### config.mk
export PLATFORM = sky130hd
export DESIGN_NAME = openserdes_deserializer_flat
export DESIGN_NICKNAME = d
export VERILOG_FILES = /design/src/rtl/openserdes_deserializer_pkg.sv /design/src/rtl/openserdes_deserializer_if.sv /design/src/rtl/openserdes_deserializer_shift_rx.sv /design/src/rtl/openserdes_deserializer.sv /design/src/flat_wrapper.sv
export SDC_FILE = /design/constraint.sdc
export NUM_CORES = 1
export LEC_CHECK = 0
export ABC_AREA = 1
export CAP_MARGIN = 10
export CORE_MARGIN = 10
export CORE_UTILIZATION = 50
export DETAILED_ROUTE_END_ITERATION = 10
export PLACE_DENSITY = 0.76
export RECOVER_POWER = 100
export SYNTH_ARGS = -nofsm -noshare
export SYNTH_HDL_FRONTEND = slang
export SYNTH_HIERARCHICAL = 1
export SYNTH_SLANG_ARGS = --single-unit
### constraint.sdc
create_clock -name CLK -period 2.3 [get_ports CLK]
set_clock_uncertainty 0.1 [all_clocks]
set_input_delay 0.575 -clock CLK [delete_from_list [all_inputs] [get_ports CLK]]
set_output_delay 0.575 -clock CLK [all_outputs]
set_load 0.05 [all_outputs]
### src/rtl/openserdes_deserializer_pkg.sv
// Shared constants, FSM state type and counter-width helper for the openserdes deserializer.
package openserdes_pkg;

    localparam int NUM_WORDS = 8;

    typedef enum logic {
        IDLE = 1'b0,
        RECV = 1'b1
    } deser_state_e;

    function automatic int cntWidth(input int wordW);
        return $clog2(wordW) + 1;
    endfunction

endpackage

### src/rtl/openserdes_deserializer_if.sv
// Serial-in / parallel-out bundle of openserdes_deserializer.
// DESER_WORD_STROBE_EN adds the per-word WORD_OUT/WORD_VALID strobe signals.
interface openserdes_deserializer_if
    import openserdes_pkg::*;
#(
    parameter int WORD_W = 32,
    parameter int CNT_W  = cntWidth(WORD_W)
);
    logic              SERIAL_IN;
    logic              BIT_VALID;
    logic              SOF;
    logic [WORD_W-1:0] PAR_OUT1;
    logic [WORD_W-1:0] PAR_OUT2;
    logic [WORD_W-1:0] PAR_OUT3;
    logic [WORD_W-1:0] PAR_OUT4;
    logic [WORD_W-1:0] PAR_OUT5;
    logic [WORD_W-1:0] PAR_OUT6;
    logic [WORD_W-1:0] PAR_OUT7;
    logic [WORD_W-1:0] PAR_OUT8;
    logic              FRAME_VALID;
    logic              FRAME_ERR;
    logic [CNT_W-1:0]  COUNT;
    logic [3:0]        SAMPLE_COUNT;
`ifdef DESER_WORD_STROBE_EN
    logic [WORD_W-1:0] WORD_OUT;
    logic              WORD_VALID;

    modport master (
        output SERIAL_IN, BIT_VALID, SOF,
        input  PAR_OUT1, PAR_OUT2, PAR_OUT3, PAR_OUT4,
        input  PAR_OUT5, PAR_OUT6, PAR_OUT7, PAR_OUT8,
        input  FRAME_VALID, FRAME_ERR, COUNT, SAMPLE_COUNT,
        input  WORD_OUT, WORD_VALID
    );

    modport slave (
        input  SERIAL_IN, BIT_VALID, SOF,
        output PAR_OUT1, PAR_OUT2, PAR_OUT3, PAR_OUT4,
        output PAR_OUT5, PAR_OUT6, PAR_OUT7, PAR_OUT8,
        output FRAME_VALID, FRAME_ERR, COUNT, SAMPLE_COUNT,
        output WORD_OUT, WORD_VALID
    );
`else
    modport master (
        output SERIAL_IN, BIT_VALID, SOF,
        input  PAR_OUT1, PAR_OUT2, PAR_OUT3, PAR_OUT4,
        input  PAR_OUT5, PAR_OUT6, PAR_OUT7, PAR_OUT8,
        input  FRAME_VALID, FRAME_ERR, COUNT, SAMPLE_COUNT
    );

    modport slave (
        input  SERIAL_IN, BIT_VALID, SOF,
        output PAR_OUT1, PAR_OUT2, PAR_OUT3, PAR_OUT4,
        output PAR_OUT5, PAR_OUT6, PAR_OUT7, PAR_OUT8,
        output FRAME_VALID, FRAME_ERR, COUNT, SAMPLE_COUNT
    );
`endif

endinterface

### src/rtl/openserdes_deserializer_shift_rx.sv
// LSB-first receive shift register with bit counter; word/word_done describe the
// word completed by the bit being accepted this cycle.
module openserdes_shift_rx
    import openserdes_pkg::*;
#(
    parameter int WORD_W = 32,
    parameter int CNT_W  = cntWidth(WORD_W)
) (
    input  logic              clk,
    input  logic              rst_n,
    input  logic              en,
    input  logic              din,
    input  logic              clr,
    output logic [WORD_W-1:0] word,
    output logic              word_done,
    output logic [CNT_W-1:0]  count
);

    logic [WORD_W-1:0] r_shreg;
    logic [CNT_W-1:0]  r_count;
    logic [WORD_W-1:0] w_base;
    logic [CNT_W-1:0]  w_countBase;
    logic              w_lastBit;

    // clr makes the accepted bit the first bit of a fresh word
    assign w_base      = clr ? '0 : r_shreg;
    assign w_countBase = clr ? '0 : r_count;
    assign w_lastBit   = (w_countBase == CNT_W'(WORD_W - 1));
    assign word        = {din, w_base[WORD_W-1:1]};
    assign word_done   = en && w_lastBit;
    assign count       = r_count;

    always_ff @(posedge clk or negedge rst_n) begin
        if (!rst_n) begin
            r_shreg <= '0;
            r_count <= '0;
        end else if (en) begin
            r_shreg <= word;
            r_count <= w_lastBit ? '0 : w_countBase + 1'b1;
        end
    end

endmodule

### src/rtl/openserdes_deserializer.sv
// Receive end of the openserdes link: FSM, 8-word bank and frame output registers.
// Define DESER_WORD_STROBE_EN to add the per-word WORD_OUT/WORD_VALID strobe.
module openserdes_deserializer
    import openserdes_pkg::*;
#(
    parameter int WORD_W = 32
) (
    input  logic                    CLK,
    input  logic                    RESET,
    openserdes_deserializer_if.slave bus
);

    localparam int CNT_W = cntWidth(WORD_W);

    deser_state_e      r_state;
    logic [WORD_W-1:0] r_bank   [NUM_WORDS];
    logic [WORD_W-1:0] r_parOut [NUM_WORDS];
    logic [3:0]        r_sampleCount;
    logic              r_frameValid;
    logic              r_frameErr;

    logic              w_en;
    logic              w_clr;
    logic              w_abort;
    logic              w_wordDone;
    logic [WORD_W-1:0] w_word;
    logic [CNT_W-1:0]  w_count;

    assign w_clr   = bus.BIT_VALID && bus.SOF;
    assign w_en    = bus.BIT_VALID && ((r_state == RECV) || bus.SOF);
    // In RECV only word1/bit0 is a legal SOF position; any other SOF aborts the frame
    assign w_abort = w_clr && (r_state == RECV) && ((w_count != '0) || (r_sampleCount != '0));

    openserdes_shift_rx #(
        .WORD_W (WORD_W),
        .CNT_W  (CNT_W)
    ) u_shiftRx (
        .clk       (CLK),
        .rst_n     (RESET),
        .en        (w_en),
        .din       (bus.SERIAL_IN),
        .clr       (w_clr),
        .word      (w_word),
        .word_done (w_wordDone),
        .count     (w_count)
    );

    always_ff @(posedge CLK or negedge RESET) begin
        if (!RESET) begin
            r_state       <= IDLE;
            r_sampleCount <= '0;
            r_frameValid  <= 1'b0;
            r_frameErr    <= 1'b0;
            for (int i = 0; i < NUM_WORDS; i++) begin
                r_bank[i]   <= '0;
                r_parOut[i] <= '0;
            end
        end else begin
            r_frameValid <= 1'b0;
            r_frameErr   <= 1'b0;
            case (r_state)
                IDLE: begin
                    if (w_clr) begin
                        r_state       <= RECV;
                        r_sampleCount <= '0;
                    end
                end
                RECV: begin
                    if (w_abort) begin
                        r_frameErr    <= 1'b1;
                        r_sampleCount <= '0;
                    end else if (w_wordDone) begin
                        r_bank[r_sampleCount[2:0]] <= w_word;
                        // Last word bypasses the bank so all eight outputs update together
                        if (r_sampleCount == 4'(NUM_WORDS - 1)) begin
                            for (int i = 0; i < NUM_WORDS; i++) begin
                                r_parOut[i] <= (i == NUM_WORDS - 1) ? w_word : r_bank[i];
                            end
                            r_frameValid  <= 1'b1;
                            r_sampleCount <= '0;
                            r_state       <= IDLE;
                        end else begin
                            r_sampleCount <= r_sampleCount + 1'b1;
                        end
                    end
                end
                default: r_state <= IDLE;
            endcase
        end
    end

    assign bus.PAR_OUT1     = r_parOut[0];
    assign bus.PAR_OUT2     = r_parOut[1];
    assign bus.PAR_OUT3     = r_parOut[2];
    assign bus.PAR_OUT4     = r_parOut[3];
    assign bus.PAR_OUT5     = r_parOut[4];
    assign bus.PAR_OUT6     = r_parOut[5];
    assign bus.PAR_OUT7     = r_parOut[6];
    assign bus.PAR_OUT8     = r_parOut[7];
    assign bus.FRAME_VALID  = r_frameValid;
    assign bus.FRAME_ERR    = r_frameErr;
    assign bus.COUNT        = w_count;
    assign bus.SAMPLE_COUNT = r_sampleCount;

`ifdef DESER_WORD_STROBE_EN
    logic [WORD_W-1:0] r_wordOut;
    logic              r_wordValid;

    always_ff @(posedge CLK or negedge RESET) begin
        if (!RESET) begin
            r_wordOut   <= '0;
            r_wordValid <= 1'b0;
        end else begin
            r_wordValid <= w_wordDone;
            if (w_wordDone) begin
                r_wordOut <= w_word;
            end
        end
    end

    assign bus.WORD_OUT   = r_wordOut;
    assign bus.WORD_VALID = r_wordValid;
`endif

endmodule
### src/flat_wrapper.sv
// flat-port wrapper written by rule: the top's interface ports become plain ports
module openserdes_deserializer_flat import openserdes_pkg::*;
#(
    parameter int WORD_W = 32
)
  (CLK, RESET, bus_SERIAL_IN, bus_BIT_VALID, bus_SOF, bus_PAR_OUT1, bus_PAR_OUT2, bus_PAR_OUT3, bus_PAR_OUT4, bus_PAR_OUT5, bus_PAR_OUT6, bus_PAR_OUT7, bus_PAR_OUT8, bus_FRAME_VALID, bus_FRAME_ERR, bus_COUNT, bus_SAMPLE_COUNT);
  openserdes_deserializer_if #(.WORD_W(WORD_W)) bus_i ();
  input  logic CLK;
  input  logic RESET;
  input wire logic [$bits(bus_i.SERIAL_IN)-1:0] bus_SERIAL_IN;
  input wire logic [$bits(bus_i.BIT_VALID)-1:0] bus_BIT_VALID;
  input wire logic [$bits(bus_i.SOF)-1:0] bus_SOF;
  output wire logic [$bits(bus_i.PAR_OUT1)-1:0] bus_PAR_OUT1;
  output wire logic [$bits(bus_i.PAR_OUT2)-1:0] bus_PAR_OUT2;
  output wire logic [$bits(bus_i.PAR_OUT3)-1:0] bus_PAR_OUT3;
  output wire logic [$bits(bus_i.PAR_OUT4)-1:0] bus_PAR_OUT4;
  output wire logic [$bits(bus_i.PAR_OUT5)-1:0] bus_PAR_OUT5;
  output wire logic [$bits(bus_i.PAR_OUT6)-1:0] bus_PAR_OUT6;
  output wire logic [$bits(bus_i.PAR_OUT7)-1:0] bus_PAR_OUT7;
  output wire logic [$bits(bus_i.PAR_OUT8)-1:0] bus_PAR_OUT8;
  output wire logic [$bits(bus_i.FRAME_VALID)-1:0] bus_FRAME_VALID;
  output wire logic [$bits(bus_i.FRAME_ERR)-1:0] bus_FRAME_ERR;
  output wire logic [$bits(bus_i.COUNT)-1:0] bus_COUNT;
  output wire logic [$bits(bus_i.SAMPLE_COUNT)-1:0] bus_SAMPLE_COUNT;
  assign bus_i.SERIAL_IN = bus_SERIAL_IN;
  assign bus_i.BIT_VALID = bus_BIT_VALID;
  assign bus_i.SOF = bus_SOF;
  assign bus_PAR_OUT1 = bus_i.PAR_OUT1;
  assign bus_PAR_OUT2 = bus_i.PAR_OUT2;
  assign bus_PAR_OUT3 = bus_i.PAR_OUT3;
  assign bus_PAR_OUT4 = bus_i.PAR_OUT4;
  assign bus_PAR_OUT5 = bus_i.PAR_OUT5;
  assign bus_PAR_OUT6 = bus_i.PAR_OUT6;
  assign bus_PAR_OUT7 = bus_i.PAR_OUT7;
  assign bus_PAR_OUT8 = bus_i.PAR_OUT8;
  assign bus_FRAME_VALID = bus_i.FRAME_VALID;
  assign bus_FRAME_ERR = bus_i.FRAME_ERR;
  assign bus_COUNT = bus_i.COUNT;
  assign bus_SAMPLE_COUNT = bus_i.SAMPLE_COUNT;
  openserdes_deserializer #(.WORD_W(WORD_W)) u_core (.CLK(CLK), .RESET(RESET), .bus(bus_i));
endmodule
==> impl_metrics.env <==
export IMPL_yosysMostFrequentCell="nand2_1"
export IMPL_num_vias=19318
export IMPL_avgSynthCellArea_um2=8.95
export IMPL_crit_buf_inv=1
export IMPL_cts_tree="built"
export IMPL_cts_root_buf="clkbuf_16"
export IMPL_syn_nets=2429
export IMPL_ys_types=29
export IMPL_start_util=0.504
export IMPL_intPower_uw=15000
export IMPL_clock_latency_ps=600
export IMPL_core_area_um2=43000
export IMPL_setup_tns_ps=0
export IMPL_pwr_share_comb=0.082
export IMPL_r2r_start="u_core/u_shiftRx/count[0]$_DFFE_PN0P_"
export IMPL_drt_pre_antenna_iters=6
export IMPL_swShare=0.241
export IMPL_switching_power_uw=4760
export IMPL_required_ps=1620
export IMPL_ant_nets=0
export IMPL_crit_arrival_ps=1580
export IMPL_synthTopCellsByArea="dfrtp_1, nand2_1, nand4_1"
export IMPL_reg2reg_slack_ps=60
export IMPL_clk_pin_slew_ps=60
export IMPL_crit_end="bus_PAR_OUT8[22]"
export IMPL_hpwl_mm=47.4
export IMPL_gp_congestion=0.862
export IMPL_die_y_um=228
export IMPL_postSynthCellCount=2421
export IMPL_grt_ovfl_total=0
export IMPL_layout_drive_gt1_share=0.149
export IMPL_crit_family="buffers and inverters"
export IMPL_drt_wl_total_mm=72.2
export IMPL_hold_path_class="reg -> reg"
export IMPL_max_vdd_ir_drop_mv=0.547
export IMPL_cts_htree_levels=2
export IMPL_hold_violations=0
export IMPL_drtIter0Drc=2470
export IMPL_start_kind="register"
export IMPL_cts_buffers=54
export IMPL_nets=2762
export IMPL_finalCritPeriodShare=0.981
export IMPL_die_area_um2=52100
export IMPL_max_cap_violations=0
export IMPL_cp_end_kind="primary output"
export IMPL_worstPathMaxFanout=2
export IMPL_place_area_um2=26400
export IMPL_antenna_found_initial=1
export IMPL_status="completed"
export IMPL_worst_path_largest_cell_delay_ps=560
export IMPL_synthToLayoutAreaGrowth_pct=30.4
export IMPL_yosysSeqAreaShare=0.605
export IMPL_p_total_uw=19700
export IMPL_synth_warnings=6
export IMPL_grt_pass1_vias=18765
export IMPL_power_frac_seq=0.471
export IMPL_critPathKind="reg -> out"
export IMPL_ys_flop_type="dfrtp_1"
export IMPL_wl_per_cell_um=21.4
export IMPL_slowest_stage="dlygate4sd2_1"
export IMPL_period_needed_ps=2260
export IMPL_async_flop_share=1.00
export IMPL_worst_pin_slew_ps=1170
export IMPL_max_freq_mhz=443
export IMPL_synth_edff_count=0
export IMPL_cp_depth=1
export IMPL_grt_max_degree=90
export IMPL_cp_startpoint="u_core/bus.PAR_OUT8[22]$_DFFE_PN0P_"
export IMPL_r2r_end="u_core/bus.PAR_OUT7[14]$_DFFE_PN0P_"
export IMPL_numPortBuffers=272
export IMPL_syn_area_um2=21700
export IMPL_grt_usage=0.263
export IMPL_leakage_uw=0.0163
export IMPL_synth_top_area_cell="dfrtp_1"
export IMPL_clockBufferDepth=3
export IMPL_avgViaCountPerCell=5.71
export IMPL_drc=0
export IMPL_grt_pass1_wl_mm=110
export IMPL_rows=76
export IMPL_setup_viol_count_final=0
export IMPL_utilization=0.657
export IMPL_rsz0062_at_grt="yes"
export IMPL_cts_sinks=524
export IMPL_powerDensity_nw_per_um2=699
export IMPL_synth_seq_cells=524
export IMPL_crit_chain="dlygate4sd2_1"
export IMPL_slew_headroom=0.217
export IMPL_ys_top_cells_by_count="nand2_1, dfrtp_1, nand3_1, nand4_1, buf_2"
export IMPL_maxSlewViolCount=0
export IMPL_p_clk_frac=0.447
export IMPL_final_area_um2=28200
export IMPL_rr_worst_depth=13
export IMPL_yosysTopAreaCellShare=0.605
export IMPL_die_x_um=228
export IMPL_io_pins=273
[per-layer routing]
layer  wire, um  vias to the layer above  track usage
li1           -                     8602            -
met1      29100                     9467        0.356
met2      33700                     1041        0.409
met3       6380                      208       0.0536
met4       2990                        0        0.108
met5          0                        -            0
[how the worst min path moves through the flow]
stage,from,endpoint,slack [ps],depth (start not counted)
final,u_core/bus.PAR_OUT7[11]$_DFFE_PN0P_,u_core/bus.PAR_OUT7[11]$_DFFE_PN0P_,360,2
after floorplan,RESET,u_core/bus.FRAME_ERR$_DFF_PN0_,180,0
after global routing,u_core/bus.PAR_OUT7[11]$_DFFE_PN0P_,u_core/bus.PAR_OUT7[11]$_DFFE_PN0P_,390,2
after global placement,u_core/bus.PAR_OUT5[16]$_DFFE_PN0P_,u_core/bus.PAR_OUT5[16]$_DFFE_PN0P_,350,2
after CTS,u_core/bus.PAR_OUT7[11]$_DFFE_PN0P_,u_core/bus.PAR_OUT7[11]$_DFFE_PN0P_,370,2
after detailed placement,u_core/bus.PAR_OUT3[31]$_DFFE_PN0P_,u_core/bus.PAR_OUT3[31]$_DFFE_PN0P_,360,2
[logic make-up (layout without fill, tap and decap cells)]
family,after synthesis,in the layout,synth area share
xor+xnor,2,2,0.000809
other cells,0,1,0
fa+ha+maj,3,3,0.00173
simple gates,1582,1583,0.323
compound gates,40,40,0.00988
buf+inv,270,643,0.0598
flops,524,524,0.605
[worst register-to-register path: stages (launching register included)]
cell and delay [ps]:
dfrtp_1 360, inv_2 50, nor2_4 110, ha_4 160, nand4_4 80, nor3_4 210
buf_6 130, inv_4 40, nor2_4 270, buf_12 160, nand2_8 130, clkbuf_16 210
nand2_1 60, nand2_1 50
[cells in the final DEF, fill, tap and decap left out, drive strengths merged, types with 3 or more instances in the layout]
cell,count
buf,221
nand4,235
bufinv,3
nand3,262
nand2,1028
o21ai,37
dfrtp,524
clkbuf,113
nor2,49
nor3,9
clkinv,12
inv,46
dlygate4sd2,244
ha,3
[area by class of cell]
cell class / instances / area, um^2
Antenna cell: 1 / 2.50
Clock buffer: 82 / 1630
Clock inverter: 15 / 154
Fill cell: 3431 / 14700
Inverter: 46 / 188
Multi-Input combinational cell: 1628 / 7530
Sequential cell: 524 / 13100
Tap cell: 585 / 732
Timing Repair Buffer: 500 / 4890
[sequential cells by signal, summed over array words and instances, names as in the netlist]
register	flops
u_core/bus.SAMPLE_COUNT	4
u_core/u_shiftRx/count	6
u_core/r_state	1
u_core/r_bank	224
u_core/bus.PAR_OUT1	32
u_core/u_shiftRx/r_shreg	31
u_core/bus.PAR_OUT5	32
u_core/bus.PAR_OUT8	32
u_core/bus.PAR_OUT3	32
u_core/bus.PAR_OUT6	32
u_core/bus.FRAME_VALID	1
u_core/bus.PAR_OUT2	32
u_core/bus.FRAME_ERR	1
u_core/bus.PAR_OUT4	32
u_core/bus.PAR_OUT7	32
[power groups by stage]
stage	clock network, uW	logic (uW)	registers [uW]
after CTS	8900	1540	9300
after global placement	0	1510	9470
after detailed placement	0	1530	9470
final	8830	1610	9300
after global routing	9270	1720	9300
after floorplan	0	656	9580
[through the flow]
step | instances | setup slack (ps) | hold WS (ps)
finish | 3381 | 44.6 | 365
global route | 3381 | -27.6 | 387
CTS | 3354 | 11.9 | 366
detailed placement | 3252 | -967 | 357
global placement | 3252 | -847 | 352
floorplan | 2421 | -119 | 179
[repair_timing]
item	4_1_cts	5_1_grt
buffers inserted	3	18
resized for setup	252	30
setup endpoints to repair	726	263
pin swaps	1	5
cloned	1	8
endpoints found under the hold margin	34	0
hold buffers	1	0
Note: power is estimated with default switching activity, not from simulation.
